$ cat src/rtl/uart_pkg.sv
`default_nettype none
// ============================================================================
// Module   : uart_pkg
// Brief    : Shared types, defaults and helpers for the UART receive path.
// Revision : 1.0 - initial release
// ============================================================================
package uart_pkg;

  // Default bit period: 50 MHz system clock at 115200 baud.
  localparam int UART_CLKS_PER_BIT = 434;

  // Receiver frame-tracking states.
  typedef enum logic [2:0] {
    IDLE  = 3'd0,
    START = 3'd1,
    DATA  = 3'd2,
    STOP  = 3'd3,
    BREAK = 3'd4
  } uart_rx_state_e;

  // Two-out-of-three majority, used to reject single-sample line glitches.
  function automatic logic maj3(input logic a, input logic b, input logic c);
    return (a & b) | (a & c) | (b & c);
  endfunction

endpackage : uart_pkg
`default_nettype wire

$ cat src/rtl/bit_sync.sv
`default_nettype none
// ============================================================================
// Module   : bit_sync
// Brief    : Multi-flop synchronizer for one asynchronous input. Flops reset
//            to 1 so an idle-high serial line looks idle out of reset.
// Revision : 1.0 - initial release
// ============================================================================
module bit_sync #(
  parameter int SYNC_STAGES = 2
) (
  input  logic clk,
  input  logic rst,
  input  logic d,
  output logic q
);

  logic [SYNC_STAGES-1:0] sync_q;
  logic [SYNC_STAGES-1:0] sync_d;

  // Shift the raw input one stage further down the chain each cycle.
  always_comb begin
    sync_d = {sync_q[SYNC_STAGES-2:0], d};
  end

  // Chain storage, asynchronously preset to the idle level.
  always_ff @(posedge clk or negedge rst) begin
    if (!rst) begin
      sync_q <= '1;
    end else begin
      sync_q <= sync_d;
    end
  end

  assign q = sync_q[SYNC_STAGES-1];

endmodule : bit_sync
`default_nettype wire

$ cat src/rtl/uart_rx_byte.sv
`default_nettype none
// ============================================================================
// Module   : uart_rx_byte
// Brief    : 8N1 UART receiver. Oversampling counter, 3-sample majority vote
//            per bit, framing-error detection and a break state that keeps a
//            held-low line from re-triggering.
// Revision : 1.0 - initial release
// ============================================================================
module uart_rx_byte
  import uart_pkg::*;
#(
  parameter int CLKS_PER_BIT = UART_CLKS_PER_BIT,
  parameter int SYNC_STAGES  = 2
) (
  input  logic       clk,
  input  logic       rst,
  input  logic       rx,
  output logic [7:0] rx_data,
  output logic       rx_valid,
  output logic       rx_frame_err,
  output logic       rx_busy,
  output logic       led_rx
);

  localparam int CNT_W = $clog2(CLKS_PER_BIT);
  localparam logic [CNT_W-1:0] CNT_LAST  = CNT_W'(CLKS_PER_BIT - 1);
  localparam logic [CNT_W-1:0] CNT_HALF  = CNT_W'(CLKS_PER_BIT / 2 - 1);
  localparam logic [CNT_W-1:0] CNT_SAMP0 = CNT_W'(CLKS_PER_BIT - 3);
  localparam logic [CNT_W-1:0] CNT_SAMP1 = CNT_W'(CLKS_PER_BIT - 2);
  localparam logic [1:0]       WARM_END  = 2'(SYNC_STAGES);

  logic           rxs;
  logic           vote;
  logic           warm_done;

  uart_rx_state_e state_q,   state_d;
  logic [CNT_W-1:0] cnt_q,   cnt_d;
  logic [2:0]     bit_idx_q, bit_idx_d;
  logic [7:0]     shreg_q,   shreg_d;
  logic [1:0]     samp_q,    samp_d;
  logic [7:0]     data_q,    data_d;
  logic           valid_q,   valid_d;
  logic           ferr_q,    ferr_d;
  logic           led_q,     led_d;
  logic           armed_q,   armed_d;
  logic [1:0]     warm_q,    warm_d;

  bit_sync #(
    .SYNC_STAGES (SYNC_STAGES)
  ) u_rx_sync (
    .clk (clk),
    .rst (rst),
    .d   (rx),
    .q   (rxs)
  );

  // The synchronizer's preset ones are not a real observation of the line,
  // so arming waits until the chain has been refilled from the pin.
  assign warm_done = (warm_q == WARM_END);

  // Third vote is the live sample taken on the last cycle of the bit.
  assign vote = maj3(samp_q[0], samp_q[1], rxs);

  // Next-state, counter, shift register and output-pulse logic.
  always_comb begin
    state_d   = state_q;
    cnt_d     = cnt_q + 1'b1;
    bit_idx_d = bit_idx_q;
    shreg_d   = shreg_q;
    samp_d    = samp_q;
    data_d    = data_q;
    valid_d   = 1'b0;
    ferr_d    = 1'b0;
    led_d     = led_q;
    armed_d   = armed_q | (warm_done & rxs);
    warm_d    = warm_done ? warm_q : warm_q + 2'd1;

    if (cnt_q == CNT_SAMP0) samp_d[0] = rxs;
    if (cnt_q == CNT_SAMP1) samp_d[1] = rxs;

    case (state_q)
      IDLE: begin
        cnt_d = '0;
        if (armed_q && !rxs) begin
          state_d = START;
        end
      end

      START: begin
        if (cnt_q == CNT_HALF) begin
          cnt_d     = '0;
          bit_idx_d = 3'd0;
          state_d   = rxs ? IDLE : DATA;
        end
      end

      DATA: begin
        if (cnt_q == CNT_LAST) begin
          cnt_d     = '0;
          shreg_d   = {vote, shreg_q[7:1]};
          bit_idx_d = bit_idx_q + 3'd1;
          if (bit_idx_q == 3'd7) begin
            state_d = STOP;
          end
        end
      end

      STOP: begin
        if (cnt_q == CNT_LAST) begin
          cnt_d = '0;
          if (vote) begin
            data_d  = shreg_q;
            valid_d = 1'b1;
            led_d   = ~led_q;
            state_d = IDLE;
          end else begin
            ferr_d  = 1'b1;
            state_d = BREAK;
          end
        end
      end

      BREAK: begin
        cnt_d = '0;
        if (rxs) begin
          state_d = IDLE;
        end
      end

      default: begin
        cnt_d   = '0;
        state_d = IDLE;
      end
    endcase
  end

  // All receiver state, asynchronously cleared.
  always_ff @(posedge clk or negedge rst) begin
    if (!rst) begin
      state_q   <= IDLE;
      cnt_q     <= '0;
      bit_idx_q <= 3'd0;
      shreg_q   <= 8'h00;
      samp_q    <= 2'b11;
      data_q    <= 8'h00;
      valid_q   <= 1'b0;
      ferr_q    <= 1'b0;
      led_q     <= 1'b0;
      armed_q   <= 1'b0;
      warm_q    <= 2'd0;
    end else begin
      state_q   <= state_d;
      cnt_q     <= cnt_d;
      bit_idx_q <= bit_idx_d;
      shreg_q   <= shreg_d;
      samp_q    <= samp_d;
      data_q    <= data_d;
      valid_q   <= valid_d;
      ferr_q    <= ferr_d;
      led_q     <= led_d;
      armed_q   <= armed_d;
      warm_q    <= warm_d;
    end
  end

  assign rx_data      = data_q;
  assign rx_valid     = valid_q;
  assign rx_frame_err = ferr_q;
  assign rx_busy      = (state_q != IDLE);
  assign led_rx       = led_q;

endmodule : uart_rx_byte
`default_nettype wire

$ cat config.mk
export PLATFORM = sky130hd
export DESIGN_NAME = uart_rx_byte
export DESIGN_NICKNAME = d
export VERILOG_FILES = /design/src/rtl/uart_pkg.sv /design/src/rtl/bit_sync.sv /design/src/rtl/uart_rx_byte.sv
export SDC_FILE = /design/constraint.sdc
export NUM_CORES = 1
export LEC_CHECK = 0
export BUFFER_PORTS_ARGS = -buffer_cell sky130_fd_sc_hd__buf_2
export CAP_MARGIN = 20
export CORE_ASPECT_RATIO = 1.75
export CORE_MARGIN = 3
export CORE_UTILIZATION = 35
export DETAILED_ROUTE_END_ITERATION = 7
export SETUP_SLACK_MARGIN = 0.5
export SKIP_CTS_REPAIR_TIMING = 1
export SYNTH_ARGS = -nofsm -noshare
export SYNTH_HDL_FRONTEND = slang
export SYNTH_HIERARCHICAL = 1
export SYNTH_SLANG_ARGS = --single-unit
export TNS_END_PERCENT = 20
$ cat constraint.sdc
create_clock -name clk -period 4 [get_ports clk]
set_input_delay 0.6 -clock clk [delete_from_list [all_inputs] [get_ports clk]]
set_output_delay 0.6 -clock clk [all_outputs]
set_load 0.05 [all_outputs]
### Word level (Yosys, flattened, before mapping)

Cells that the tools add are included.

* bitwise logic cells: 8
* add/subtract/negate cells: 3
* multiplexer cells: 21
* reduce and logical (&&, ||, !) cells: 10
* eq/ne operators: 16

Operators by type and width (count)
* $eq A9 B9 Y1 const B: 3
* $mux W3: 9
* $mux W9: 2
* $pmux W9 S2: 1
* $pmux W3 S5: 1
* $ne A2 B2 Y1 const B: 5
* $add A9 B1 Y9 const B: 1
* $eq A9 B8 Y1 const B: 1
* $eq A3 B2 Y1 const B: 2
* $eq A3 B3 Y1 const B: 2
* $mux W1: 6
* $pmux W3 S2: 1
* $reduce_and A3 Y1: 2
* $reduce_and A6 Y1: 1
* $and A1 B1 Y1: 4
* $add A3 B1 Y3 const B: 1
* $eq A3 B1 Y1 const B: 1
* $logic_not A3 Y1: 1
* $or A1 B1 Y1: 3
* $reduce_bool A3 Y1: 1
* $add A2 B1 Y2 const B: 1
* $eq A2 B2 Y1 const B: 1
* $mux W2: 1
* $ne A2 B1 Y1 const B: 1
* other kinds (6): 6

* input bits: 3
* output and inout port bits: 12
* register bits: 41
* logic and storage cells: 71

### Logic depth before layout (Yosys ltp)

* word-level depth: 6
* depth in mapped cells: 7
* depth with buffers taken out: 6

### Hierarchy

Netlist, hierarchy kept.

Modules (own cells, without submodules)
* uart_rx_byte: instances 1, cells an instance 143, area an instance 1766.7 µm², seq. area each 978.4 µm²
* bit_sync: instances 1, cells an instance 2, area an instance 52.6 µm², seq. area each 52.6 µm²

### Worst setup path after synthesis

No wires, ideal clock.

* path kind: reg2reg
* from: register cnt_q[1]
* to: register data_q[0] (netlist: rx_data[0])
* clock period less this slack: 1710 ps
* required time: 3875 ps
* slack: 2290 ps
* library setup time: 125 ps
* buffers on the path: 1
* stages on the path, launching flop included: 8
* arrival time: 1586 ps
* cells stage by stage: dfrtp_1 > inv_1 > ha_1 > and4bb_2 > nand2_2 > nor3b_2 > buf_6 > mux2_2

* cells in the longest elaborated chain, start to end: 2

Ends and longest elaborated chain
* start: declaration: RTL line uart_rx_byte.sv:37 `logic [CNT_W-1:0] cnt_q, cnt_d;`
* start signal: assignment: RTL line uart_rx_byte.sv:153 `cnt_q <= cnt_d;`
* $eq A9 B9 Y1: RTL line uart_rx_byte.sv:109 `if (cnt_q == CNT_LAST) begin`
* $reduce_and A3 Y1 (no source line)
* end signal: assignment: RTL line uart_rx_byte.sv:157 `data_q <= data_d;`
* end: declaration: RTL line uart_rx_byte.sv:41 `logic [7:0] data_q, data_d;`

Every way passes these cells.
A chain may end at the register's enable or synchronous reset.

### Worst setup path after layout

* from: register cnt_q[1]
* to: register data_q[1] (netlist: rx_data[1])

The elaborated chain is that of the path after synthesis.

==> impl_metrics.ini <==
[outcome]
status = completed

[yosys]
syn_area_per_cell_um2 = 12.5
synth_cell_types = 36
synth.most_common_cell = dfrtp_1
ys_async_sr_fraction = 1.00
synth_nets = 154
yosysTopAreaCell = dfrtp_1
yosys_register_bits = 41
netlist_instances = 145
synth_commonest_cells = 37 x dfrtp_1, 18 x mux2_2, 13 x nor2_1
synth_area_um2 = 1820
synth_top_area_share = 0.509
ys_top_cells_by_area = dfrtp_1 51%, mux2_2 11%, dfstp_2 5.8%
ys_seq_area_frac = 0.567
synth_ff_type = dfrtp_1
synth_edf_count = 0
ys_warn_count = 6

[critical_path]
critPathMaxStageDelay_ns = 0.61
worst-setup-path-type = flip-flop to flip-flop
crit_path_end_kind = flip-flop
path_cells = inv_1, ha_1, and4bb_2, nand2_2, nor3b_2, mux2_2
arrival_ns = 2.33
critPathTopFamily = simple AND/OR/NAND/NOR gates
cp_max_fo = 9
required_ns = 4.17
cp-start-kind = flip-flop
crit_slowest_cell = nor3b_2
cp.buffers_inverters = 1

[detailed_routing]
drtIter0Drc = 29
route.vias.total = 1120
post-route-drc-count = 0
vias_per_cell = 5.16
antenna_left = 0
wirelength_mm = 3.07
routedWlPerCell_um = 14.1
drt-pass1-iter-count = 4

[cts]
cts_root_buf = clkbuf_8
clockBufferDepth = 2
clk_pin_slew_ns = 0.07
clkSinkCount = 41
cts_max_level = 2
worstSkewPairLatency_ns = 0.28
tritoncts = yes
numCtsBuffers = 5

[floorplan]
start_util = 0.362
core-area_um2 = 5020
dieArea_um2 = 6130
boundaryPins = 15
floorplan.die.height_um = 101
rows = 34
die_x_um = 60.5

[pwr]
p_leak_uw = 0.000966
power_density_nw_per_um2 = 402
ir_drop_mv = 0.231
p_int_uw = 599
power.switching_uw = 214
switching_share = 0.263
p_seq_frac = 0.558
clockPowerShare = 0.321
p_comb_frac = 0.121

[grt]
gr-total-overflow = 0
antenna_found_initial = 0
first_global_vias = 1183
grt_max_degree = 42
grtUsageTotal = 0.120
grt_pass1_wl_mm = 5.46

[sta]
hold_viol = 0
finalSetupTns_ns = 0
fin_crit_sh = 0.540
finalClockSkew_ns = 0.00300
rsz0062_at_grt = false
fmax_mhz = 463
period_minus_slack_ns = 2.16
setup_viol = 0
slew_violations = 0
max_slew_margin = 0.401
worst_pin_slew_ns = 0.899

[final_layout]
finish.utilization = 0.403
final_layout_size_suffix_gt1_frac = 0.301
area_growth_syn_to_layout_pct = 11.1
diodes = 0
fin_nets = 172

[worst_hold_path]
hold_class = flip-flop to flip-flop

[job]
maxCapViolCount = 0

[placed_design]
port_buffers = 14
gp_congestion = 0.867
dpl.hpwl_mm = 2.28
[per-stage QoR]
stage	area (um^2)	setup slack, ns	instances	total power [uW]	hold slack, ns
final	2020	1.84	217	813	0.359
after global routing	2020	1.70	217	867	0.367
after CTS	2020	1.81	217	826	0.363
after detailed placement	1940	1.83	210	561	0.353
after global placement	1940	1.92	210	555	0.346
after floorplan	1820	2.29	145	531	0.304
[cell families after synthesis]
| logic type | Yosys count | synth area share |
|---|---|---|
| buffers and inverters | 11 | 0.0282 |
| flip-flops | 41 | 0.567 |
| adder cells (fa/ha/maj) | 7 | 0.0468 |
| AO/OA/AOI/OAI | 10 | 0.0488 |
| multiplexers | 21 | 0.128 |
| AND/OR/NAND/NOR | 46 | 0.138 |
| XOR/XNOR | 9 | 0.0433 |
[power by group through the flow]
stage                     sequential (uW)  combinational [uW]  clock, uW
final                                 454                98.6        261
after global routing                  457                 113        298
after CTS                             453                 102        272
after detailed placement              461                 100          0
after global placement                459                95.7          0
after floorplan                       448                82.6          0
[path summary, 6_finish.rpt]
| kind | to | startpoint | depth (start not counted) | slack (ns) |
|---|---|---|---|---|
| worst max-delay path | rx_data[1] | cnt_q[1] | 6 | 1.84 |
| worst min-delay path | u_rx_sync/sync_q[1] | u_rx_sync/sync_q[0] | 0 | 0.36 |
| worst max register to register | rx_data[1] | cnt_q[1] | 6 | 1.84 |
| worst min register to register | u_rx_sync/sync_q[1] | u_rx_sync/sync_q[0] | 0 | 0.36 |
| max in group asynchronous | cnt_q[2] | rst | 1 | 3.00 |
| min in group asynchronous | rx_data[6] | rst | 1 | 0.44 |
[placed cells by master, fill, tap and decap left out, drive strengths merged, types with 2 or more instances in the layout]
cell,Yosys,layout
a21oi,2,2
and4b,2,2
buf,1,14
clkbuf,2,7
dfrtp,37,37
dfstp,4,4
ha,6,6
inv,8,8
mux2,18,18
mux2i,3,3
nand2,12,12
nand3,4,4
nor2,13,13
nor2b,2,2
nor3,4,4
nor3b,3,3
o21ai,2,2
xnor2,6,6
xor2,3,3
[registers in the layout (all words and copies together) (netlist names)]
signal,cells
cnt_q,9
rx_valid,1
bit_idx_q,3
samp_q,2
armed_q,1
state_q,3
rx_frame_err,1
warm_q,2
rx_data,8
led_rx,1
u_rx_sync/sync_q,2
shreg_q,8
[metal layers]
metal,part of all wire,vias up,routed length [um],GRT usage
met1,0.39,568,1190,0.125
met2,0.56,18,1710,0.214
met5,0,-,0,0
met3,0.032,6,98,0.0383
met4,0.019,0,59,0.0484
li1,-,528,-,-
[layout make-up]
cell class | instances | area (um^2)
Tap cell | 54 | 67.6
Clock buffer | 7 | 86.3
Multi-Input combinational cell | 93 | 737
Fill cell | 507 | 3000
Sequential cell | 41 | 1030
Timing Repair Buffer | 14 | 70.1
Inverter | 8 | 30.0
No activity file was read; power rests on OpenSTA's default activity.
